`src/rtl/mult_rom_reader.sv`:
```
// Read-side initiator for the multiplication lookup ROM: single operand-pair lookups
// over valid/ready, plus a full-address self-check sweep against a*b.
module mult_rom_reader #(
    parameter int unsigned N      = 8,
    parameter int unsigned RD_LAT = 1
) (
    input  logic             clk,
    input  logic             rst,
    input  logic             in_valid,
    input  logic [N/2-1:0]   in_a,
    input  logic [N/2-1:0]   in_b,
    output logic             in_ready,
    output logic             out_valid,
    output logic [N-1:0]     out_product,
    input  logic             out_ready,
    output logic [N-1:0]     rom_address,
    output logic             rom_ce,
    output logic             rom_read_en,
    input  logic [N-1:0]     rom_data,
    input  logic             start,
    output logic             sweep_busy,
    output logic             sweep_done,
    output logic [N:0]       err_count,
    output logic [N-1:0]     first_err_addr
);

    localparam int unsigned H     = N / 2;
    localparam int unsigned CNT_W = N + 1;
    localparam int unsigned WC_W  = 3;

    typedef enum logic [1:0] {
        IDLE  = 2'd0,
        ISSUE = 2'd1,
        WAIT  = 2'd2,
        RESP  = 2'd3
    } state_t;

    state_t state;
    state_t state_nx;

    logic [N-1:0]     addr;
    logic [N-1:0]     addr_d;
    logic [WC_W-1:0]  wcnt;
    logic [WC_W-1:0]  wcnt_d;

    logic             in_ready_d;
    logic             out_valid_d;
    logic [N-1:0]     out_product_d;
    logic [N-1:0]     rom_address_d;
    logic             rom_ce_d;
    logic             sweep_busy_d;
    logic             sweep_done_d;
    logic [N:0]       err_count_d;
    logic [N-1:0]     first_err_addr_d;

    logic             accept_start;
    logic             accept_op;
    logic             sample;
    logic             last_addr;
    logic             mismatch;
    logic [N-1:0]     expect_prod;

    // start wins over in_valid; neither is taken until in_ready is up
    assign accept_start = (state == IDLE) && in_ready && start;
    assign accept_op    = (state == IDLE) && in_ready && !start && in_valid;

    // rom_data is valid on the edge ending ISSUE (RD_LAT=0) or the last WAIT cycle
    assign sample = ((RD_LAT == 0) && (state == ISSUE)) ||
                    ((state == WAIT) && ((32'(wcnt) + 32'd1) == RD_LAT));

    assign last_addr   = (addr == {N{1'b1}});
    assign expect_prod = N'(addr[N-1:H]) * N'(addr[H-1:0]);
    assign mismatch    = (rom_data != expect_prod);

    // State register
    always_ff @(posedge clk or posedge rst) begin
        if (rst) begin
            state <= IDLE;
        end else begin
            state <= state_nx;
        end
    end

    // Next-state logic
    always_comb begin
        state_nx = state;
        case (state)
            IDLE: begin
                if (accept_start || accept_op) begin
                    state_nx = ISSUE;
                end
            end
            ISSUE: begin
                if (RD_LAT != 0) begin
                    state_nx = WAIT;
                end else if (!sweep_busy) begin
                    state_nx = RESP;
                end else if (last_addr) begin
                    state_nx = IDLE;
                end else begin
                    state_nx = ISSUE;
                end
            end
            WAIT: begin
                if (sample) begin
                    if (!sweep_busy) begin
                        state_nx = RESP;
                    end else if (last_addr) begin
                        state_nx = IDLE;
                    end else begin
                        state_nx = ISSUE;
                    end
                end
            end
            RESP: begin
                if (out_valid && out_ready) begin
                    state_nx = IDLE;
                end
            end
            default: state_nx = IDLE;
        endcase
    end

    // Next values of the registered outputs and datapath
    always_comb begin
        addr_d           = addr;
        wcnt_d           = '0;
        in_ready_d       = 1'b0;
        out_valid_d      = out_valid;
        out_product_d    = out_product;
        rom_address_d    = '0;
        rom_ce_d         = 1'b0;
        sweep_busy_d     = sweep_busy;
        sweep_done_d     = 1'b0;
        err_count_d      = err_count;
        first_err_addr_d = first_err_addr;

        if (accept_start) begin
            sweep_busy_d     = 1'b1;
            err_count_d      = '0;
            first_err_addr_d = '0;
            addr_d           = '0;
        end else if (accept_op) begin
            addr_d = {in_a, in_b};
        end

        if (state == WAIT) begin
            wcnt_d = wcnt + WC_W'(1);
        end

        if (sample) begin
            if (sweep_busy) begin
                if (mismatch) begin
                    err_count_d = err_count + CNT_W'(1);
                    if (err_count == '0) begin
                        first_err_addr_d = addr;
                    end
                end
                if (last_addr) begin
                    sweep_busy_d = 1'b0;
                    sweep_done_d = 1'b1;
                end else begin
                    addr_d = addr + N'(1);
                end
            end else begin
                out_valid_d   = 1'b1;
                out_product_d = rom_data;
            end
        end

        if ((state == RESP) && out_valid && out_ready) begin
            out_valid_d = 1'b0;
        end

        in_ready_d = (state_nx == IDLE);

        // ROM pins are only non-zero during the single ISSUE cycle
        if (state_nx == ISSUE) begin
            rom_ce_d      = 1'b1;
            rom_address_d = addr_d;
        end
    end

    // Output and datapath registers
    always_ff @(posedge clk or posedge rst) begin
        if (rst) begin
            addr           <= '0;
            wcnt           <= '0;
            in_ready       <= 1'b0;
            out_valid      <= 1'b0;
            out_product    <= '0;
            rom_address    <= '0;
            rom_ce         <= 1'b0;
            rom_read_en    <= 1'b0;
            sweep_busy     <= 1'b0;
            sweep_done     <= 1'b0;
            err_count      <= '0;
            first_err_addr <= '0;
        end else begin
            addr           <= addr_d;
            wcnt           <= wcnt_d;
            in_ready       <= in_ready_d;
            out_valid      <= out_valid_d;
            out_product    <= out_product_d;
            rom_address    <= rom_address_d;
            rom_ce         <= rom_ce_d;
            rom_read_en    <= rom_ce_d;
            sweep_busy     <= sweep_busy_d;
            sweep_done     <= sweep_done_d;
            err_count      <= err_count_d;
            first_err_addr <= first_err_addr_d;
        end
    end

endmodule

```
`config.mk`:
```
export PLATFORM = sky130hd
export DESIGN_NAME = mult_rom_reader
export DESIGN_NICKNAME = d
export VERILOG_FILES = /design/src/rtl/mult_rom_reader.sv
export SDC_FILE = /design/constraint.sdc
export NUM_CORES = 1
export LEC_CHECK = 0
export CAP_MARGIN = 10
export CORE_MARGIN = 1
export CORE_UTILIZATION = 47
export CTS_CLUSTER_SIZE = 12
export DETAILED_ROUTE_END_ITERATION = 10
export PLACE_DENSITY = 0.74
export SLEW_MARGIN = 20
export SYNTH_ARGS = -nofsm -noshare
export SYNTH_HDL_FRONTEND = slang
export SYNTH_SLANG_ARGS = --single-unit
```
`constraint.sdc`:
```
create_clock -name clk -period 8.2 [get_ports clk]
set_input_delay 1.64 -clock clk [delete_from_list [all_inputs] [get_ports clk]]
set_output_delay 1.64 -clock clk [all_outputs]
set_load 0.01 [all_outputs]
```
==> Yosys cells after proc, flatten, opt, wreduce, memory -nomap -nowiden <==
Cells that the tools add are included.
Widths: inputs -> output; s select.
{ "totals": {"out_inout_bits": 39, "inputBits": 21, "word_cells": 75, "regBits": 51} }
{ "op_classes": {"addsub": 4, "n_eq_ne": 8, "n_mux": 33, "n_mul": 1, "bitwise_logic": 1, "reduce_logical": 16} }
{ "ops": {"columns": ["operator", "n"], "rows": [
  ["$mux 8", 11],
  ["$mux 9", 4],
  ["$mux 1", 12],
  ["$add 9x1->9 const B", 1],
  ["$logic_not 9->1", 1],
  ["$add 8x1->8 const B", 1],
  ["$eq 8x8->1 const B", 1],
  ["$logic_and 1x1->1", 8],
  ["$mul 4x4->8", 1],
  ["$mux 2", 4],
  ["$ne 8x8->1", 1],
  ["$pmux 2 s4", 1],
  ["$add 3x1->4 const B", 1],
  ["$eq 2x1->1 const B", 2],
  ["$eq 2x2->1 const B", 2],
  ["$eq 4x1->1 const B", 1],
  ["$logic_not 2->1", 2],
  ["$reduce_and 2->1", 2],
  ["$add 3x1->3 const B", 1],
  ["$mux 3", 1],
  ["$ne 2x1->1 const B", 1],
  ["$reduce_bool 2->1", 1],
  ["$logic_not 1->1", 1],
  ["$logic_or 1x1->1", 1],
  ["$not 1->1", 1]
]} }

==> Logic depth before layout (Yosys ltp) <==
{ "logic_depth": {"ltp_word": 10, "depth_mapped": 14, "ltp_nobuf": 13} }

==> Worst setup path after synthesis <==
Ideal clock, no wire load.
{ "synth_timing": {"kind": "reg2reg", "from": "reg addr[3]", "to": "reg first_err_addr[0]", "path_buffers": 0, "setup_ps": 137, "t_required_ps": 8063, "path_stages_with_launch": 12, "period_less_slack_ps": 3379, "path_slack_ps": 4821, "t_arrival_ps": 3242, "path_cell_list": "dfrtp_1 > nand2_1 > fa_1 > fa_1 > inv_1 > ha_1 > nand3_1 > a21boi_2 > nor4_2 > a311oi_4 > o2111ai_4 > mux2i_1"} }
{ "synth_between": {"elab_chain_cells": 5} }
{ "synth_lines": {"columns": ["item", "line", "rtl"], "rows": [
  ["start, declared", "41", "logic [N-1:0] addr;"],
  ["start signal, assigned", "200", "addr <= addr_d;"],
  ["$mul 4x4->8", "72", "assign expect_prod = N'(addr[N-1:H]) * N'(addr[H-1:0]);"],
  ["$ne 8x8->1", "73", "assign mismatch = (rom_data != expect_prod);"],
  ["$mux 8", "153", "if (mismatch) begin"],
  ["$mux 8", "152", "if (sweep_busy) begin"],
  ["$mux 8", "151", "if (sample) begin"],
  ["named net first_err_addr_d[0]", "54", "logic [N-1:0] first_err_addr_d;"],
  ["end signal, assigned", "211", "first_err_addr <= first_err_addr_d;"],
  ["end, declared", "24", "output logic [N-1:0] first_err_addr"]
]} }
The timed path passes the listed nets, and every way through them passes these cells.
A chain may end at the register's enable or synchronous reset.

==> Final worst setup path <==
{ "layout_timing": {"from": "reg addr[3]", "to": "reg first_err_addr[2]"} }
Same word-level chain as after synthesis.

==> key figures <==
Setup path
  – CP required: 8.38 ns
  – R2R Setup Slk: 4.48 ns
  – Worst Path Arrival: 3.91 ns
  – Critical path origin: addr[3]
  – Reg2Reg Depth: 11
  – CP max FO: 9
  – CP endpoint kind: flip-flop
  – Startpoint types: flip-flop
  – Worst reg2reg endpoint: first_err_addr[2]
  – R2R Path Start: addr[3]
  – Crit Path Category: flip-flop to flip-flop

Floorplan
  – Die area: 6855 sq um
  – Initial Utilization: 48.59%
  – Io pins: 60
  – FP Rows: 29
  – Core area: 6314 sq um
  – Die Span X: 82.80 um
  – Chip height: 82.80 um

CTS
  – CTS max path bufs: 2
  – Clk Latency, worst-skew pair: 0.31 ns
  – Reg clk slew, reported paths: 0.10 ns
  – CTS tree: built
  – Clk root buf: clkbuf_8
  – CTS Sinks: 51
  – Setup bufs post-CTS: 0
  – Post-CTS resize count: 0
  – H-Tree Level Count: 2
  – CTS buffer count: 5
  – Hold buffer count at cts: 0

Hold path
  – Hold Crit Class: flip-flop to flip-flop
  – Min-Delay Startpoint: wcnt[0]
  – Hold Path Depth: 1
  – Worst Hold Path EP: wcnt[0]

Layout
  – Layout cells sized above 1: 7.778%
  – Fill count: 564
  – Multi-input gate area: 1620 sq um
  – Layout Area Growth over Synthesis: 22.55%
  – Nets: 401
  – Sequential Area: 1276 sq um
  – Diodes inserted: 0

Timing
  – Fin Hold WS: 0.4817 ns
  – RSZ-0062 raised after global routing: no
  – Final period util: 45.38%
  – Fin. max-slew vios: 0
  – Setup violations, final: 0
  – Clock Skew: 0.008490 ns
  – Setup_tns: 0 ns
  – Fmax achieved: 0.2687 GHz
  – Worst-Margin Slew: 0.8790 ns
  – Headroom to the max-slew limit: 41.33%
  – Hold Vio Cnt, Final: 0
  – Min Tclk post-route: 3.721 ns

Drt
  – Avg WL per Cell: 14.74 um
  – DR vias/cell: 5.451
  – Iter 0 DRT Violations: 92
  – Final antenna-violating net count: 0
  – Vias: 2382
  – Post-route DRC: 0
  – Total wire length: 6.443 mm
  – First-pass DRT Iterations: 4

Power and ir drop
  – P_sw: 410.5 uW
  – Comb pwr share: 46.5%
  – Switching Fraction: 40.82%
  – Clock power frac: 14.4%
  – Pint: 595.0 uW
  – Cell area power density: 267.4 nW/um^2
  – Sequential power share: 39.1%
  – Worst VDD drop: 0.1551 mV
  – LEAKAGE: 1.762 nW

Synthesis
  – Syn_area_per_cell: 10.09 sq um
  – Sequential area share after synthesis: 41.60%
  – Synthesis Warnings: 0
  – Netlist Area Pre-Place: 3068 sq um
  – Synth top cells by count: 51 x dfrtp_1, 34 x nand2_1, 31 x nor2_1
  – Post-synth top area cell: dfrtp_1
  – Post-synthesis async set-or-reset flop share: 100.0%
  – Ys flop type: dfrtp_1
  – Top cell type's share of synthesized area: 41.60%
  – Post-synth EDFFs: 0
  – Yosys reg bits: 51
  – Cell with the most instances after synthesis: dfrtp_1
  – Netlist cell types: 48
  – Synthesized Nets: 346
  – Synth area leaders: dfrtp_1 42%, ha_1 6.9%, mux2i_1 5.2%, nand2_1 4.2%, nor2_1 3.8%
  – Post-Syn Instances: 304

Place
  – DP HPWL: 4.870 mm
  – Placer Congestion: 0.9424
  – Port Buffers: 59

GRT
  – Initial antenna violation count: 0
  – Vias in the first global route: 2272
  – Largest net degree at the start of global routing: 52
  – GRT Overall Usage: 20.80%
  – GRT overflow: 0
  – First-pass GRT wire length: 10.61 mm

Flow run
  – Max capacitance violation total: 0

Run status
  – Status: finished clean
==> how the worst max path moves through the flow <==
stage,cells after the start,endpoint
final,11,first_err_addr[2]
after global placement,6,first_err_addr[0]
after detailed placement,11,first_err_addr[1]
after global routing,11,first_err_addr[2]
after CTS,9,first_err_addr[1]
after floorplan,11,first_err_addr[0]
==> cells in the final DEF (no fill, tap or decap), types with 3 or more instances in the layout <==
cell              n
nor3b_1           3
nand2_1          34
xor2_1            7
xnor2_1          10
and2_1            6
nor3_1            5
nand2b_1          3
nor2_1           31
o2111ai_1         3
mux2i_1          16
fa_1              4
ha_1             17
a21oi_1           8
clkdlybuf4s50_1  59
o21ai_0          18
nand4_1           3
dfrtp_1          51
nand3_1           9
inv_1            23
mux2_2            9
clkbuf_8          5
==> stage by stage <==
step	std cells	total power [mW]	area [sq um]	util (%)	setup WS, ns
after global routing	437	1.091	3760	59.55	4.240
after global placement	429	0.8518	3674	58.18	4.549
after floorplan	304	0.7078	3068	-	4.821
after CTS	437	1.012	3759	59.53	4.473
final	437	1.005	3760	59.55	4.479
after detailed placement	429	0.8636	3674	58.18	4.493
==> flip-flops by register name, indices dropped and copies added (netlist names) <==
register and flops:
wcnt 3, sweep_busy 1, state 2, err_count 9, rom_address 8, sweep_done 1, first_err_addr 8, rom_read_en 1
out_valid 1, in_ready 1, out_product 8, addr 8
==> cell type report <==
type,instances,area share [%]
sequential,51,33.94
multi-input combinational,218,43.09
tap,77,2.562
clock inverter,2,0.3328
inverter,24,2.429
clock buffer,6,1.930
timing repair buffer,59,15.71
==> per-layer routing <==
layer	vias up	share of wire, %	track usage (%)
met3	12	4.6	4.044
met4	0	1.9	7.414
met5	-	0	0
met1	1143	46	28.73
met2	72	47	32.46
li1	1155	-	-
==> power groups by stage <==
| stage | registers [mW] | logic, mW | clock network [mW] |
|---|---|---|---|
| finish | 0.393 | 0.468 | 0.145 |
| global route | 0.405 | 0.526 | 0.160 |
| global placement | 0.394 | 0.458 | 0 |
| floorplan | 0.392 | 0.315 | 0 |
| detailed placement | 0.397 | 0.467 | 0 |
| CTS | 0.392 | 0.470 | 0.150 |
==> logic make-up after synthesis <==
family	Yosys count	share of synthesized area (%)
adder cells (fa/ha/maj)	21	9.543
AO/OA/AOI/OAI	48	11.66
flip-flops	51	41.60
AND/OR/NAND/NOR	106	17.33
buffers and inverters	35	5.587
multiplexers	25	8.524
XOR/XNOR	18	5.750
==> critical path: stages (launching register included) <==
cell and delay, ns:
dfrtp_1 0.47, nand2_1 0.20, fa_1 0.55, fa_1 0.62
inv_1 0.06, ha_1 0.27, nand3_1 0.11, a21boi_2 0.23
nor4_2 0.08, a311oi_4 0.52, o2111ai_4 0.29, mux2i_1 0.20
No activity file was read; power rests on OpenSTA's default activity.
